## config.mk

```make
export PLATFORM = sky130hd
export DESIGN_NAME = riscv_dift_check_unit_flat
export DESIGN_NICKNAME = d
export VERILOG_FILES = /design/src/rtl/riscv_dift_check_unit_if.sv /design/src/rtl/riscv_dift_check_unit.sv /design/src/flat_wrapper.sv
export SDC_FILE = /design/constraint.sdc
export NUM_CORES = 1
export LEC_CHECK = 0
export ABC_AREA = 1
export CORE_ASPECT_RATIO = 2
export CORE_UTILIZATION = 25
export CTS_CLUSTER_SIZE = 25
export DETAILED_ROUTE_END_ITERATION = 8
export HOLD_SLACK_MARGIN = 0.03
export SYNTH_ARGS = -nofsm -noshare
export SYNTH_HDL_FRONTEND = slang
export SYNTH_SLANG_ARGS = --single-unit
```

## constraint.sdc

```tcl
create_clock -name clk -period 2.6 [get_ports clk]
set_input_delay 0.52 -clock clk [delete_from_list [all_inputs] [get_ports clk]]
set_output_delay 0.52 -clock clk [all_outputs]
set_load 0.005 [all_outputs]
```

## src/rtl/riscv_dift_check_unit_if.sv

```systemverilog
// -----------------------------------------------------------------------------
// riscv_dift_check_unit_if
// Bundles the EX-stage tag inputs, the trap handshake and the sticky violation
// record of the DIFT check unit into a single interface.
//   master : pipeline/controller side (drives tags, policy, ack, clear)
//   slave  : check unit side (drives trap request, stall, violation record)
// Signals:
//   enable_i, tcr_i, valid_i, class_i, is_store_i, tag_*_i, pc_i,
//   trap_ack_i, clear_i                      -> towards the check unit
//   trap_req_o, stall_o, viol_valid_o, viol_pc_o, viol_cause_o,
//   viol_cnt_o                               -> from the check unit
// -----------------------------------------------------------------------------
interface riscv_dift_check_unit_if #(
   parameter int TCR_WIDTH  = 23,
   parameter int ADDR_WIDTH = 32,
   parameter int CNT_WIDTH  = 16
);
   logic                  enable_i;
   logic [TCR_WIDTH-1:0]  tcr_i;
   logic                  valid_i;
   logic [2:0]            class_i;
   logic                  is_store_i;
   logic                  tag_rs1_i;
   logic                  tag_rs2_i;
   logic                  tag_rd_i;
   logic                  tag_pc_i;
   logic                  tag_instr_i;
   logic [ADDR_WIDTH-1:0] pc_i;
   logic                  trap_ack_i;
   logic                  clear_i;
   logic                  trap_req_o;
   logic                  stall_o;
   logic                  viol_valid_o;
   logic [ADDR_WIDTH-1:0] viol_pc_o;
   logic [4:0]            viol_cause_o;
   logic [CNT_WIDTH-1:0]  viol_cnt_o;

   modport master (
      output enable_i, tcr_i, valid_i, class_i, is_store_i,
             tag_rs1_i, tag_rs2_i, tag_rd_i, tag_pc_i, tag_instr_i,
             pc_i, trap_ack_i, clear_i,
      input  trap_req_o, stall_o, viol_valid_o, viol_pc_o,
             viol_cause_o, viol_cnt_o
   );

   modport slave (
      input  enable_i, tcr_i, valid_i, class_i, is_store_i,
             tag_rs1_i, tag_rs2_i, tag_rd_i, tag_pc_i, tag_instr_i,
             pc_i, trap_ack_i, clear_i,
      output trap_req_o, stall_o, viol_valid_o, viol_pc_o,
             viol_cause_o, viol_cnt_o
   );
endinterface

```

## src/rtl/riscv_dift_check_unit.sv

```systemverilog
// -----------------------------------------------------------------------------
// riscv_dift_check_unit
// DIFT tag-check stage in EX. Builds a per-class check vector from the operand,
// PC and instruction tags, masks it with the Tag Check Register and, on a hit,
// raises a security trap request one cycle later and holds EX until the
// controller acknowledges. A sticky record keeps the PC and cause of the first
// unserviced violation plus a saturating violation count.
// Ports:
//   clk  : clock
//   rst  : asynchronous reset, active-high
//   dift : riscv_dift_check_unit_if.slave (tags, policy, trap handshake,
//          clear strobe, violation record outputs)
// -----------------------------------------------------------------------------
module riscv_dift_check_unit #(
   parameter int TCR_WIDTH  = 23,
   parameter int ADDR_WIDTH = 32,
   parameter int CNT_WIDTH  = 16
) (
   input  logic                  clk,
   input  logic                  rst,
   riscv_dift_check_unit_if.slave dift
);

   localparam logic [2:0] CLS_INT    = 3'd0;
   localparam logic [2:0] CLS_BRANCH = 3'd1;
   localparam logic [2:0] CLS_JUMP   = 3'd2;
   localparam logic [2:0] CLS_SHIFT  = 3'd3;
   localparam logic [2:0] CLS_CMP    = 3'd4;
   localparam logic [2:0] CLS_LOGIC  = 3'd5;
   localparam logic [2:0] CLS_LDST   = 3'd6;
   localparam logic [2:0] CLS_NONE   = 3'd7;

   typedef enum logic [0:0] {
      ST_IDLE = 1'b0,
      ST_REQ  = 1'b1
   } state_t;

   state_t                state_r;
   state_t                state_next_s;
   logic [TCR_WIDTH-1:0]  chk_s;
   logic [TCR_WIDTH-1:0]  hit_s;
   logic                  viol_s;
   logic [4:0]            cause_s;
   logic                  viol_valid_r;
   logic [ADDR_WIDTH-1:0] viol_pc_r;
   logic [4:0]            viol_cause_r;
   logic [CNT_WIDTH-1:0]  viol_cnt_r;

   // Index of the lowest set bit; the vector is known non-zero when used.
   function automatic logic [4:0] lowest_set(input logic [TCR_WIDTH-1:0] v);
      logic [4:0] idx;
      idx = 5'd0;
      for (int i = TCR_WIDTH - 1; i >= 0; i--) begin
         if (v[i]) begin
            idx = 5'(i);
         end
      end
      return idx;
   endfunction

   // Check vector: one bit per (class, operand) pair, only for a new
   // instruction accepted while idle. A stalled EX slot produces no checks.
   always_comb begin
      chk_s = '0;
      if (dift.valid_i && dift.enable_i && (state_r == ST_IDLE)) begin
         case (dift.class_i)
            CLS_INT: begin
               chk_s[0] = dift.tag_rs1_i;
               chk_s[1] = dift.tag_rs2_i;
               chk_s[2] = dift.tag_rd_i;
            end
            CLS_BRANCH: begin
               chk_s[3] = dift.tag_rs1_i;
               chk_s[4] = dift.tag_rs2_i;
            end
            CLS_JUMP: begin
               chk_s[5] = dift.tag_rs1_i;
               chk_s[6] = dift.tag_rs2_i;
               chk_s[7] = dift.tag_rd_i;
            end
            CLS_SHIFT: begin
               chk_s[8]  = dift.tag_rs1_i;
               chk_s[9]  = dift.tag_rs2_i;
               chk_s[10] = dift.tag_rd_i;
            end
            CLS_CMP: begin
               chk_s[11] = dift.tag_rs1_i;
               chk_s[12] = dift.tag_rs2_i;
               chk_s[13] = dift.tag_rd_i;
            end
            CLS_LOGIC: begin
               chk_s[14] = dift.tag_rs1_i;
               chk_s[15] = dift.tag_rs2_i;
               chk_s[16] = dift.tag_rd_i;
            end
            CLS_LDST: begin
               // Bit 17 is the data tag for both directions: store data comes
               // from rs2, load data is the memory tag propagated to rd.
               if (dift.is_store_i) begin
                  chk_s[17] = dift.tag_rs2_i;
                  chk_s[20] = dift.tag_rs1_i;
               end else begin
                  chk_s[17] = dift.tag_rd_i;
                  chk_s[18] = dift.tag_rs1_i;
               end
            end
            default: begin
               chk_s = '0;
            end
         endcase
         if (dift.class_i != CLS_NONE) begin
            chk_s[21] = dift.tag_pc_i;
            chk_s[22] = dift.tag_instr_i;
         end else begin
            chk_s[21] = 1'b0;
            chk_s[22] = 1'b0;
         end
      end else begin
         chk_s = '0;
      end
   end

   assign hit_s   = chk_s & dift.tcr_i;
   assign viol_s  = |hit_s;
   assign cause_s = lowest_set(hit_s);

   // FSM state register.
   always_ff @(posedge clk or posedge rst) begin
      if (rst) begin
         state_r <= ST_IDLE;
      end else begin
         state_r <= state_next_s;
      end
   end

   // FSM next state: a hit moves to REQ, an ack returns to IDLE.
   always_comb begin
      state_next_s = state_r;
      case (state_r)
         ST_IDLE: begin
            if (viol_s) begin
               state_next_s = ST_REQ;
            end else begin
               state_next_s = ST_IDLE;
            end
         end
         ST_REQ: begin
            if (dift.trap_ack_i) begin
               state_next_s = ST_IDLE;
            end else begin
               state_next_s = ST_REQ;
            end
         end
         default: begin
            state_next_s = ST_IDLE;
         end
      endcase
   end

   // Sticky violation record. A capture coinciding with clear_i restarts the
   // record with the new violation, so the count starts again at one.
   always_ff @(posedge clk or posedge rst) begin
      if (rst) begin
         viol_valid_r <= 1'b0;
         viol_pc_r    <= '0;
         viol_cause_r <= 5'd0;
         viol_cnt_r   <= '0;
      end else if (viol_s) begin
         if (!viol_valid_r || dift.clear_i) begin
            viol_valid_r <= 1'b1;
            viol_pc_r    <= dift.pc_i;
            viol_cause_r <= cause_s;
         end
         if (dift.clear_i) begin
            viol_cnt_r <= CNT_WIDTH'(1);
         end else if (viol_cnt_r != {CNT_WIDTH{1'b1}}) begin
            viol_cnt_r <= viol_cnt_r + CNT_WIDTH'(1);
         end
      end else if (dift.clear_i) begin
         viol_valid_r <= 1'b0;
         viol_pc_r    <= '0;
         viol_cause_r <= 5'd0;
         viol_cnt_r   <= '0;
      end
   end

   assign dift.trap_req_o   = (state_r == ST_REQ);
   assign dift.stall_o      = (state_r == ST_REQ);
   assign dift.viol_valid_o = viol_valid_r;
   assign dift.viol_pc_o    = viol_pc_r;
   assign dift.viol_cause_o = viol_cause_r;
   assign dift.viol_cnt_o   = viol_cnt_r;

endmodule

```

## src/flat_wrapper.sv

```systemverilog
// flat-port wrapper written by rule: the top's interface ports become plain ports
module riscv_dift_check_unit_flat 
#(
   parameter int TCR_WIDTH  = 23,
   parameter int ADDR_WIDTH = 32,
   parameter int CNT_WIDTH  = 16
)
  (clk, rst, dift_enable_i, dift_tcr_i, dift_valid_i, dift_class_i, dift_is_store_i, dift_tag_rs1_i, dift_tag_rs2_i, dift_tag_rd_i, dift_tag_pc_i, dift_tag_instr_i, dift_pc_i, dift_trap_ack_i, dift_clear_i, dift_trap_req_o, dift_stall_o, dift_viol_valid_o, dift_viol_pc_o, dift_viol_cause_o, dift_viol_cnt_o);
  riscv_dift_check_unit_if #(.TCR_WIDTH(TCR_WIDTH), .ADDR_WIDTH(ADDR_WIDTH), .CNT_WIDTH(CNT_WIDTH)) dift_i ();
  input  logic clk;
  input  logic rst;
  input wire logic [$bits(dift_i.enable_i)-1:0] dift_enable_i;
  input wire logic [$bits(dift_i.tcr_i)-1:0] dift_tcr_i;
  input wire logic [$bits(dift_i.valid_i)-1:0] dift_valid_i;
  input wire logic [$bits(dift_i.class_i)-1:0] dift_class_i;
  input wire logic [$bits(dift_i.is_store_i)-1:0] dift_is_store_i;
  input wire logic [$bits(dift_i.tag_rs1_i)-1:0] dift_tag_rs1_i;
  input wire logic [$bits(dift_i.tag_rs2_i)-1:0] dift_tag_rs2_i;
  input wire logic [$bits(dift_i.tag_rd_i)-1:0] dift_tag_rd_i;
  input wire logic [$bits(dift_i.tag_pc_i)-1:0] dift_tag_pc_i;
  input wire logic [$bits(dift_i.tag_instr_i)-1:0] dift_tag_instr_i;
  input wire logic [$bits(dift_i.pc_i)-1:0] dift_pc_i;
  input wire logic [$bits(dift_i.trap_ack_i)-1:0] dift_trap_ack_i;
  input wire logic [$bits(dift_i.clear_i)-1:0] dift_clear_i;
  output wire logic [$bits(dift_i.trap_req_o)-1:0] dift_trap_req_o;
  output wire logic [$bits(dift_i.stall_o)-1:0] dift_stall_o;
  output wire logic [$bits(dift_i.viol_valid_o)-1:0] dift_viol_valid_o;
  output wire logic [$bits(dift_i.viol_pc_o)-1:0] dift_viol_pc_o;
  output wire logic [$bits(dift_i.viol_cause_o)-1:0] dift_viol_cause_o;
  output wire logic [$bits(dift_i.viol_cnt_o)-1:0] dift_viol_cnt_o;
  assign dift_i.enable_i = dift_enable_i;
  assign dift_i.tcr_i = dift_tcr_i;
  assign dift_i.valid_i = dift_valid_i;
  assign dift_i.class_i = dift_class_i;
  assign dift_i.is_store_i = dift_is_store_i;
  assign dift_i.tag_rs1_i = dift_tag_rs1_i;
  assign dift_i.tag_rs2_i = dift_tag_rs2_i;
  assign dift_i.tag_rd_i = dift_tag_rd_i;
  assign dift_i.tag_pc_i = dift_tag_pc_i;
  assign dift_i.tag_instr_i = dift_tag_instr_i;
  assign dift_i.pc_i = dift_pc_i;
  assign dift_i.trap_ack_i = dift_trap_ack_i;
  assign dift_i.clear_i = dift_clear_i;
  assign dift_trap_req_o = dift_i.trap_req_o;
  assign dift_stall_o = dift_i.stall_o;
  assign dift_viol_valid_o = dift_i.viol_valid_o;
  assign dift_viol_pc_o = dift_i.viol_pc_o;
  assign dift_viol_cause_o = dift_i.viol_cause_o;
  assign dift_viol_cnt_o = dift_i.viol_cnt_o;
  riscv_dift_check_unit #(.TCR_WIDTH(TCR_WIDTH), .ADDR_WIDTH(ADDR_WIDTH), .CNT_WIDTH(CNT_WIDTH)) u_core (.clk(clk), .rst(rst), .dift(dift_i));
endmodule
```

==> results by group, run 1 <==
Outcome
  • Status: completed

Route
  • Routed Wire Length: 8.393 mm
  • Iter 0 DRT Violations: 88
  • Drt drc: 0
  • Final ANT Viol Nets: 0
  • WL/cell: 13.60 µm
  • Vias per cell: 4.567
  • DR pass1 iterations: 4
  • Vias: 2818

Critical path
  • Worst r2r src: u_core.dift.stall_o
  • Worst-path cell chain: clkdlybuf4s50_1 -> inv_2 -> buf_4 -> nand2_1 -> o21a_1 -> nand4_1 -> and3_1 -> nand2_2 -> buf_4 -> nand2_2 -> inv_2 -> nand2_1 -> nor3_2 -> a21oi_1 -> o21a_1
  • Worst Setup SP: dift_tag_rs2_i
  • Crit path arrival time: 2.62 ns
  • CP Capture Point: u_core.dift.viol_cnt_o[15]
  • Data required, critical path: 2.78 ns
  • Worst setup SP type: primary input
  • Flop-to-flop setup slack: 0.24 ns
  • Slowest stage delay, CP: 0.51 ns
  • CP Buf/Inv Count: 5
  • R2R Path End: u_core.dift.viol_cnt_o[4]
  • Crit-path max FO: 8
  • CP max stage cell: clkdlybuf4s50_1
  • Stages on worst setup path: 15
  • Register-to-Register Path Depth: 14
  • CP endpoint kind: flop
  • Top delay family on crit path: buffers and inverters
  • Crit path kind: in2reg

Floorplanning
  • Starting density of the core: 25.63%
  • Die Y: 151.3 µm
  • Die ar.: 11600 µm²
  • # rows: 54
  • Num ports: 126
  • Core footprint: 10880 µm²
  • Die X: 76.67 µm

Synthesis
  • Area of the mapped netlist: 2788 µm²
  • Post-synth EDFFs: 0
  • Synth cell count leaders: nand2_1 (63), dfrtp_1 (55), inv_1 (33)
  • Share of the synthesized area in the top cell type: 49.37%
  • #FFs+latches synth: 55
  • Synth Area per Inst: 8.992 µm²
  • Synth Instances: 310
  • Post-synth ARST share: 100.0%
  • Top cells by area, synth: dfrtp_1 (49%), a22o_1 (10%), nand2_1 (8.5%)
  • Post-synth cell types: 37
  • Leading area contributor after synthesis: dfrtp_1
  • Most numerous cell in the Yosys netlist: nand2_1
  • Top_reg_cell synth: dfrtp_1
  • Sequential-to-total area share from yosys stat: 49.37%
  • Synth warn: 0
  • Post-synth net total: 381

Clock network
  • CTS tree: done
  • Clk root buf: clkbuf_16
  • H-tree depth: 2
  • Clock Path Buffers: 2
  • CTS sink count: 55
  • CTS Hold Buffers Added: 0
  • CTS buffer count: 5
  • Reg clk slew, reported paths: 0.07 ns
  • Worst-skew pair later-pin latency: 0.29 ns

Final layout
  • Layout filler cell count: 1073
  • N_diodes: 0
  • Final Core Density: 43.95%
  • Area Overhead vs Synth: 71.50%
  • NumNets Final: 547
  • Share of cells above drive strength 1: 16.77%

STA
  • Least-Margin Pin Slew: 0.4905 ns
  • Crit path time final: 2.440 ns
  • Slew Limit Fails: 0
  • Final hold vios: 0
  • Tcrit/Tclk final: 93.85%
  • Final worst setup slack: 0.1598 ns
  • Headroom to the max-slew limit: 67.25%
  • Max Clock Freq: 409.8 MHz
  • Final Setup Violations: 0
  • Clk_skew: 0.006071 ns

GRT
  • Antenna violations before repair: 0
  • GRT Overall Usage: 14.86%
  • Largest net degree at the start of global routing: 36
  • Gr ovfl total: 0
  • First-pass GRT wire length: 13.48 mm
  • Vias in the first global route: 2856

Pwr
  • VDD IR max: 372.2 µV
  • PwrDens: 561.0 nW/µm²
  • Leak: 2.203 nW

Place
  • Buffers on Ports: 124
  • GP Congestion: 0.8213
  • DP Wirelength: 6.510 mm
  • DP Worst Slack: -0.3883 ns

Run
  • Max Cap Viol: 0

Hold path
  • Hold Crit Class: reg2reg
## layer usage
| layer | vias to the layer above | part of all wire (%) | routed length (µm) | global-route usage [%] |
|---|---|---|---|---|
| li1 | 1395 | - | - | - |
| met1 | 1314 | 37 | 3064 | 15.31 |
| met2 | 104 | 58 | 4860 | 29.55 |
| met3 | 5 | 4.0 | 338 | 2.108 |
| met4 | 0 | 1.5 | 130 | 5.577 |
| met5 | - | 0 | 0 | 0 |
## worst min-delay path, stage by stage, from the launching register on
cell	delay [ns]
dfrtp_1	0.35
nand2_1	0.06
nand2_1	0.05
## per-stage QoR
stage               std cells  setup TNS (ns)  area (µm²)  hold WS (ns)  power [W]
floorplan                 310               0        2788        0.4645   0.001369
global placement          602          -12.85        4472        0.4586   0.001877
detailed placement        602          -17.03        4472        0.4680   0.001888
CTS                       614       -0.007242        4701        0.4874   0.002708
global route              617        -0.02246        4781        0.5137   0.002829
finish                    617               0        4781        0.4767   0.002682
## layout by cell type, fill, tap and decap left out, drive strengths merged, types with 3 or more instances in the layout
cell,instances
a31oi,4
nor2,26
clkbuf,5
dlymetal6s2s,3
dlygate4sd2,3
a21oi,8
a22o,32
nor3,7
nand2,66
nand3,26
o21ai,12
nand4,9
inv,39
xor2,3
clkdlybuf4s50,118
buf,43
dfrtp,55
## state kept, by name (all words and copies together) (netlist names)
| register | flops |
|---|---|
| u_core.dift.viol_cause_o | 5 |
| u_core.dift.stall_o | 1 |
| u_core.dift.viol_pc_o | 32 |
| u_core.dift.viol_cnt_o | 16 |
| u_core.dift.viol_valid_o | 1 |
## logic make-up after synthesis
family                     after synthesis  synth area share (%)
AOI/OAI and AO/OA                       66                 17.37
xor gates and xnor gates                 3                0.9427
adders and majority gates                1                0.4488
buffers and inverters                   48                 7.944
DFF                                     55                 49.37
and+or+nand+nor                        137                 23.92
## power breakdown
group	internal, W	total [W]	switching, W
Sequential	0.000972	0.00105	0.0000766
Combinational	0.000533	0.000862	0.000329
Clock	0.000458	0.000771	0.000313
## final cells by class
cell class | count | area (µm²) | area share (%)
Timing Repair Buffer | 168 | 1663 | 34.78
Clock inverter | 3 | 46.29 | 0.9683
Multi-Input combinational cell | 207 | 1246 | 26.07
Tap cell | 140 | 175.2 | 3.664
Inverter | 39 | 148.9 | 3.114
Sequential cell | 55 | 1376 | 28.79
Clock buffer | 5 | 125.1 | 2.617
## worst min-delay path by stage
| stage | from | end | slack [ns] | cells past startpoint |
|---|---|---|---|---|
| finish | u_core.dift.viol_cause_o[3] | u_core.dift.viol_cause_o[3] | 0.48 | 2 |
| global route | u_core.dift.viol_cause_o[1] | u_core.dift.viol_cause_o[1] | 0.51 | 2 |
| CTS | u_core.dift.viol_cause_o[3] | u_core.dift.viol_cause_o[3] | 0.49 | 2 |
| detailed placement | u_core.dift.viol_cause_o[3] | u_core.dift.viol_cause_o[3] | 0.47 | 2 |
| global placement | u_core.dift.viol_cause_o[3] | u_core.dift.viol_cause_o[3] | 0.46 | 2 |
| floorplan | u_core.dift.viol_cause_o[3] | u_core.dift.viol_cause_o[3] | 0.46 | 2 |
## timing repair
item                       in CTS  in global routing
resized for setup               4                 14
setup endpoints to repair      39                 51
setup buffers                   3                  3
hold endpoints to repair        0                  0
cloned                          1                  0
pin swaps                       3                  5
Power figures use the tool's default switching activity.
==> run 2: changes to the inputs <==
--- a/config.mk
+++ b/config.mk
@@ -11,6 +11,7 @@
 export CTS_CLUSTER_SIZE = 25
 export DETAILED_ROUTE_END_ITERATION = 8
 export HOLD_SLACK_MARGIN = 0.03
+export RECOVER_POWER = 100
 export SYNTH_ARGS = -nofsm -noshare
 export SYNTH_HDL_FRONTEND = slang
 export SYNTH_SLANG_ARGS = --single-unit
==> results by group, run 2 (synthesis results as in run 1) <==
Clock network
  • Reg clk slew, reported paths: 0.07 ns (about the same)
  • CTS tree: done
  • Clk root buf: clkbuf_16
  • Worst-skew pair later-pin latency: 0.29 ns (about the same)
  • CTS Hold Buffers Added: 0 (unchanged)
  • CTS buffer count: 5 (unchanged)
  • CTS sink count: 55 (unchanged)
  • H-tree depth: 2 (unchanged)
  • Clock Path Buffers: 2 (unchanged)

Final layout
  • Most frequent cells in the layout: nand2_1 (61), clkdlybuf4s50_1 (61), dlygate4sd3_1 (57), dfrtp_1 (55), buf_4 (35)
  • Area Overhead vs Synth: 70.65%
  • N_diodes: 0 (unchanged)
  • Share of cells above drive strength 1: 16.35% (-0.42 points)
  • Max reg flops: 32 (unchanged)
  • Final Core Density: 43.73% (-0.22 points)
  • NumNets Final: 547 (unchanged)

Critical path
  • CP endpoint kind: flop
  • Top delay family on crit path: buffers and inverters
  • Data required, critical path: 2.78 ns (about the same)
  • Crit-path max FO: 18 (+10)
  • Crit path kind: in2reg
  • CP Buf/Inv Count: 7 (+2)
  • CP max stage cell: clkdlybuf4s50_1
  • Slowest stage delay, CP: 0.51 ns (about the same)
  • Flop-to-flop setup slack: 0.25 ns (about the same)
  • Worst-path cell chain: clkdlybuf4s50_1 -> inv_2 -> clkbuf_4 -> nand2_1 -> o21a_1 -> nand4_1 -> and3_1 -> nand2_2 -> clkbuf_1 -> nand2_4 -> inv_4 -> nor2_4 -> buf_4 -> buf_8 -> a22o_1
  • Crit path arrival time: 2.63 ns (about the same)
  • Worst setup SP type: primary input

STA
  • Least-Margin Pin Slew: 0.8857 ns (+0.3952 ns)
  • Headroom to the max-slew limit: 40.95% (-26 points)
  • Setup TNS: 0 ns (unchanged)
  • Clk_skew: 0.005717 ns (-0.0003536 ns)
  • Final worst setup slack: 0.1477 ns (-0.01212 ns)
  • Final Setup Violations: 0 (unchanged)
  • Slew Limit Fails: 0 (unchanged)
  • Max Clock Freq: 407.8 MHz (-0.49%)
  • Final hold vios: 0 (unchanged)
  • Crit path time final: 2.452 ns (+0.01212 ns)
  • Min Hold Slack: 0.4716 ns (-0.005108 ns)
  • Tcrit/Tclk final: 94.32% (+0.47 points)

Floorplanning
  • Die Y: 151.3 µm (unchanged)
  • Die X: 76.67 µm (unchanged)
  • Core footprint: 10880 µm² (unchanged)
  • # rows: 54 (unchanged)
  • Starting density of the core: 25.63% (unchanged)
  • Num ports: 126 (unchanged)
  • Die ar.: 11600 µm² (unchanged)

GRT
  • Largest net degree at the start of global routing: 36 (unchanged)
  • First-pass GRT wire length: 13.48 mm (unchanged)
  • GRT Overall Usage: 14.86% (unchanged)
  • Gr ovfl total: 0 (unchanged)
  • Vias in the first global route: 2856 (unchanged)
  • Antenna violations before repair: 0 (unchanged)

Place
  • GP Congestion: 0.8213 (unchanged)
  • DP Wirelength: 6.510 mm (unchanged)
  • Buffers on Ports: 124 (unchanged)
  • DP Worst Slack: -0.3883 ns (unchanged)

Run
  • Max Cap Viol: 0 (unchanged)

Route
  • Routed Wire Length: 8.368 mm (-0.30%)
  • Iter 0 DRT Violations: 97 (+10%)
  • Final ANT Viol Nets: 0 (unchanged)
  • Vias per cell: 4.558 (-0.21%)
  • Vias: 2812 (-0.21%)
  • Drt drc: 0 (unchanged)
  • WL/cell: 13.56 µm (-0.30%)
  • DR pass1 iterations: 4 (unchanged)

Pwr
  • Design Power: 0.002620 W (-2.3%)
  • Leak: 2.362 nW (+7.2%)
  • VDD IR max: 370.1 µV (-0.55%)
  • PwrDens: 550.9 nW/µm² (-1.8%)

Hold path
  • Hold Crit Class: reg2reg

Outcome
  • Status: completed
==> run 2: changes by cell type in the layout (fill, tap and decap cells not counted), sizes merged <==
cell / before / now
clkdlybuf4s50: 118 / 61
dlygate4sd3: 0 / 57
clkbuf: 5 / 9
buf: 43 / 39
==> run 2: path summary, 6_finish.rpt <==
| check | startpoint | endpoint | depth (start not counted) |
|---|---|---|---|
| max | dift_tag_rs2_i | u_core.dift.viol_pc_o[22] | 15 |
| min | u_core.dift.viol_cause_o[3] | u_core.dift.viol_cause_o[3] | 2 |
| max reg2reg | u_core.dift.stall_o | u_core.dift.viol_cnt_o[4] | 14 |
| min reg2reg | u_core.dift.viol_cause_o[3] | u_core.dift.viol_cause_o[3] | 2 |
| max in group asynchronous | rst | u_core.dift.viol_pc_o[15] | 3 |
| min in group asynchronous | rst | u_core.dift.viol_cnt_o[1] | 2 |
==> run 2: worst register-to-register path, cell delays in order (launching register included) <==
cell	delay, ns
dfrtp_1	0.48
inv_2	0.07
nand3_4	0.14
nor2_4	0.07
buf_4	0.14
nand3_1	0.06
nand2_1	0.10
nor4_4	0.34
nand2_2	0.09
buf_4	0.15
nand2_2	0.11
inv_2	0.10
nand3_1	0.13
nor2_1	0.06
o221a_2	0.23
==> run 2: through the flow <==
step,cells,instance area [µm²]
floorplan,310,2788
CTS,614,4701
detailed placement,602,4472
global placement,602,4472
finish,617,4757
global route,617,4757
==> run 2: repair_timing <==
item,CTS,global route
endpoints found under the hold margin,0,0
cloned,1,0
resized for setup,4,14
pin swaps,3,5
buffers inserted,3,3
endpoints found under the setup margin,39,51
==> run 2: where the power goes <==
part / total (W) / switching (W) / internal [W]
combinational: 0.000805 / 0.000328 / 0.000478
sequential: 0.00104 / 0.0000709 / 0.000972
clock: 0.000772 / 0.000314 / 0.000458
total: 0.00262 / 0.000713 / 0.00191
==> run 2: layout make-up <==
cell class                 count  area, µm²
fill                        1076       6121
timing repair buffer         168       1639
sequential                    55       1376
multi-input combinational    207       1246
tap                          140      175.2
inverter                      39      148.9
clock buffer                   5      125.1
clock inverter                 3      46.29
==> run 2: per-layer routing <==
metal,part of all wire (%),global-route usage (%)
met1,36,15.31
met2,58,29.55
met3,3.8,2.108
met4,1.6,5.577
met5,0,0
==> run 3: changes to the inputs <==
--- a/config.mk
+++ b/config.mk
@@ -7,10 +7,11 @@
 export LEC_CHECK = 0
 export ABC_AREA = 1
 export CORE_ASPECT_RATIO = 2
-export CORE_UTILIZATION = 25
+export CORE_UTILIZATION = 42
 export CTS_CLUSTER_SIZE = 25
 export DETAILED_ROUTE_END_ITERATION = 8
 export HOLD_SLACK_MARGIN = 0.03
+export PLACE_DENSITY = 0.9
 export RECOVER_POWER = 100
 export SYNTH_ARGS = -nofsm -noshare
 export SYNTH_HDL_FRONTEND = slang
==> results by group, run 3 (synthesis results as in run 1) <==
Outcome
  • Status: completed

Critical path
  • Data required, critical path: 2.77 ns (about the same)
  • Crit-path max FO: 9 (-9)
  • Worst setup SP type: primary input
  • CP Buf/Inv Count: 6 (-1)
  • Crit path arrival time: 2.65 ns (+0.02 ns)
  • Crit path kind: in2reg
  • Top delay family on crit path: buffers and inverters
  • Slowest stage delay, CP: 0.31 ns (-0.20 ns)
  • Worst-path cell chain: dlygate4sd2_1 -> buf_4 -> nor3_2 -> nand3_1 -> nand2_1 -> nor2_2 -> nand2_1 -> nor4_4 -> nand2_2 -> buf_4 -> nand2_4 -> inv_4 -> nor2_4 -> buf_12 -> clkbuf_16 -> a22o_1
  • CP max stage cell: dlygate4sd2_1
  • CP endpoint kind: flop

Place
  • DP Wirelength: 6.622 mm (+1.7%)
  • DP Worst Slack: -0.3411 ns (+0.04718 ns)
  • GP Congestion: 0.8728 (+6.3%)
  • Buffers on Ports: 124 (unchanged)

Final layout
  • Share of cells above drive strength 1: 15.50% (-0.85 points)
  • Area Overhead vs Synth: 68.45%
  • NumNets Final: 541 (-1.1%)
  • Most frequent cells in the layout: nand2_1 (61), clkdlybuf4s50_1 (60), dlygate4sd3_1 (57), dfrtp_1 (55), a22o_1 (32)
  • Most common cell after layout, fill and taps aside: nand2_1
  • N_diodes: 0 (unchanged)
  • Max reg flops: 32 (unchanged)

GRT
  • Gr ovfl total: 0 (unchanged)
  • Largest net degree at the start of global routing: 34 (-5.6%)
  • Vias in the first global route: 2895 (+1.4%)
  • First-pass GRT wire length: 12.61 mm (-6.4%)
  • Antenna violations before repair: 0 (unchanged)
  • GRT Overall Usage: 24.20% (+9.3 points)

Pwr
  • PwrDens: 578.6 nW/µm² (+5.0%)
  • VDD IR max: 383.3 µV (+3.6%)
  • Design Power: 0.002717 W (+3.7%)
  • Leak: 2.370 nW (+0.34%)

Clock network
  • Clk root buf: clkbuf_16
  • CTS buffer count: 5 (unchanged)
  • CTS tree: done
  • H-tree depth: 2 (unchanged)
  • CTS sink count: 55 (unchanged)
  • Clock Path Buffers: 2 (unchanged)
  • Worst-skew pair later-pin latency: 0.29 ns (about the same)
  • Reg clk slew, reported paths: 0.07 ns (about the same)
  • CTS Hold Buffers Added: 0 (unchanged)

STA
  • Headroom to the max-slew limit: 39.79% (-1.2 points)
  • Final hold vios: 0 (unchanged)
  • Crit path time final: 2.477 ns (+0.02510 ns)
  • Clk_skew: 0.006478 ns (+0.0007606 ns)
  • Tcrit/Tclk final: 95.28% (+0.97 points)
  • Slew Limit Fails: 0 (unchanged)
  • Max Clock Freq: 403.7 MHz (-1.0%)
  • Setup TNS: 0 ns (unchanged)
  • Final worst setup slack: 0.1226 ns (-0.02511 ns)
  • Final Setup Violations: 0 (unchanged)
  • Least-Margin Pin Slew: 0.9022 ns (+0.01653 ns)

Route
  • Iter 0 DRT Violations: 112 (+15%)
  • DR pass1 iterations: 4 (unchanged)
  • Vias per cell: 5.259 (+15%)
  • WL/cell: 15.85 µm (+17%)
  • Final ANT Viol Nets: 0 (unchanged)
  • Routed Wire Length: 8.831 mm (+5.5%)
  • Drt drc: 0 (unchanged)
  • Vias: 2929 (+4.2%)

Floorplanning
  • Num ports: 126 (unchanged)
  • Die Y: 117.2 µm (-23%)
  • Die X: 59.61 µm (-22%)
  • Starting density of the core: 43.82% (+18 points)
  • Die ar.: 6987 µm² (-40%)
  • # rows: 41 (-24%)
  • Core footprint: 6361 µm² (-42%)

Run
  • Max Cap Viol: 0 (unchanged)

Hold path
  • Hold Crit Class: reg2reg
## run 3: cell types whose count changed in the layout (fill, tap and decap cells not counted), sizes merged
cell / change
bufinv: +1
inv: -1
dlymetal6s2s: +2
buf: -7
bufbuf: -1
dlygate4sd2: -1
clkbuf: +2
clkdlybuf4s50: -1
## run 3: timing repair
item,CTS,global route
gates resized for setup,2,15
setup buffers,0,4
endpoints found under the setup margin,36,47
hold endpoints to repair,0,0
pin swaps,1,5
gates cloned,0,3
## run 3: area by class of cell
cell class                      count  area [µm²]
Clock buffer                        5       125.1
Clock inverter                      3       67.56
Fill cell                         464        1665
Inverter                           39       148.9
Multi-Input combinational cell    207        1230
Sequential cell                    55        1376
Tap cell                           86       107.6
Timing Repair Buffer              162        1640
## run 3: worst min-delay path: stages (launching register included)
cell     delay (ns)
dfrtp_1        0.34
nand2_1        0.05
o41ai_1        0.05
## run 3: power by group
group | switching [W] | internal [W]
sequential | 0.0000749 | 0.000972
combinational | 0.000339 | 0.000479
clock | 0.000300 | 0.000551
## run 3: worst paths after layout
path	startpoint	endpoint	slack [ns]	cells past startpoint
min	u_core.dift.viol_cause_o[2]	u_core.dift.viol_cause_o[2]	0.47	2
max in group asynchronous	rst	u_core.dift.viol_pc_o[3]	0.43	3
min in group asynchronous	rst	u_core.dift.viol_cnt_o[0]	0.86	2
max	dift_class_i[1]	u_core.dift.viol_pc_o[31]	0.12	16
min reg2reg	u_core.dift.viol_cause_o[2]	u_core.dift.viol_cause_o[2]	0.47	2
max reg2reg	u_core.dift.stall_o	u_core.dift.viol_pc_o[31]	0.16	16
## run 3: per-stage QoR
stage	cells	area (µm²)	utilization (%)	hold WS (ns)
4_1_cts	550	4549	71.52	0.4799
3_3_place_gp	542	4359	68.53	0.4577
2_1_floorplan	310	2788	-	0.4645
5_1_grt	557	4696	73.82	0.5045
3_5_place_dp	542	4359	68.53	0.4624
6_report	557	4696	73.82	0.4747
## run 3: metal layers
metal	vias up	routed length, µm	global-route usage, %
met5	-	0	0
met2	134	5203	47.42
met1	1375	2847	21.87
li1	1389	-	-
met3	31	429	3.846
met4	0	351	14.73
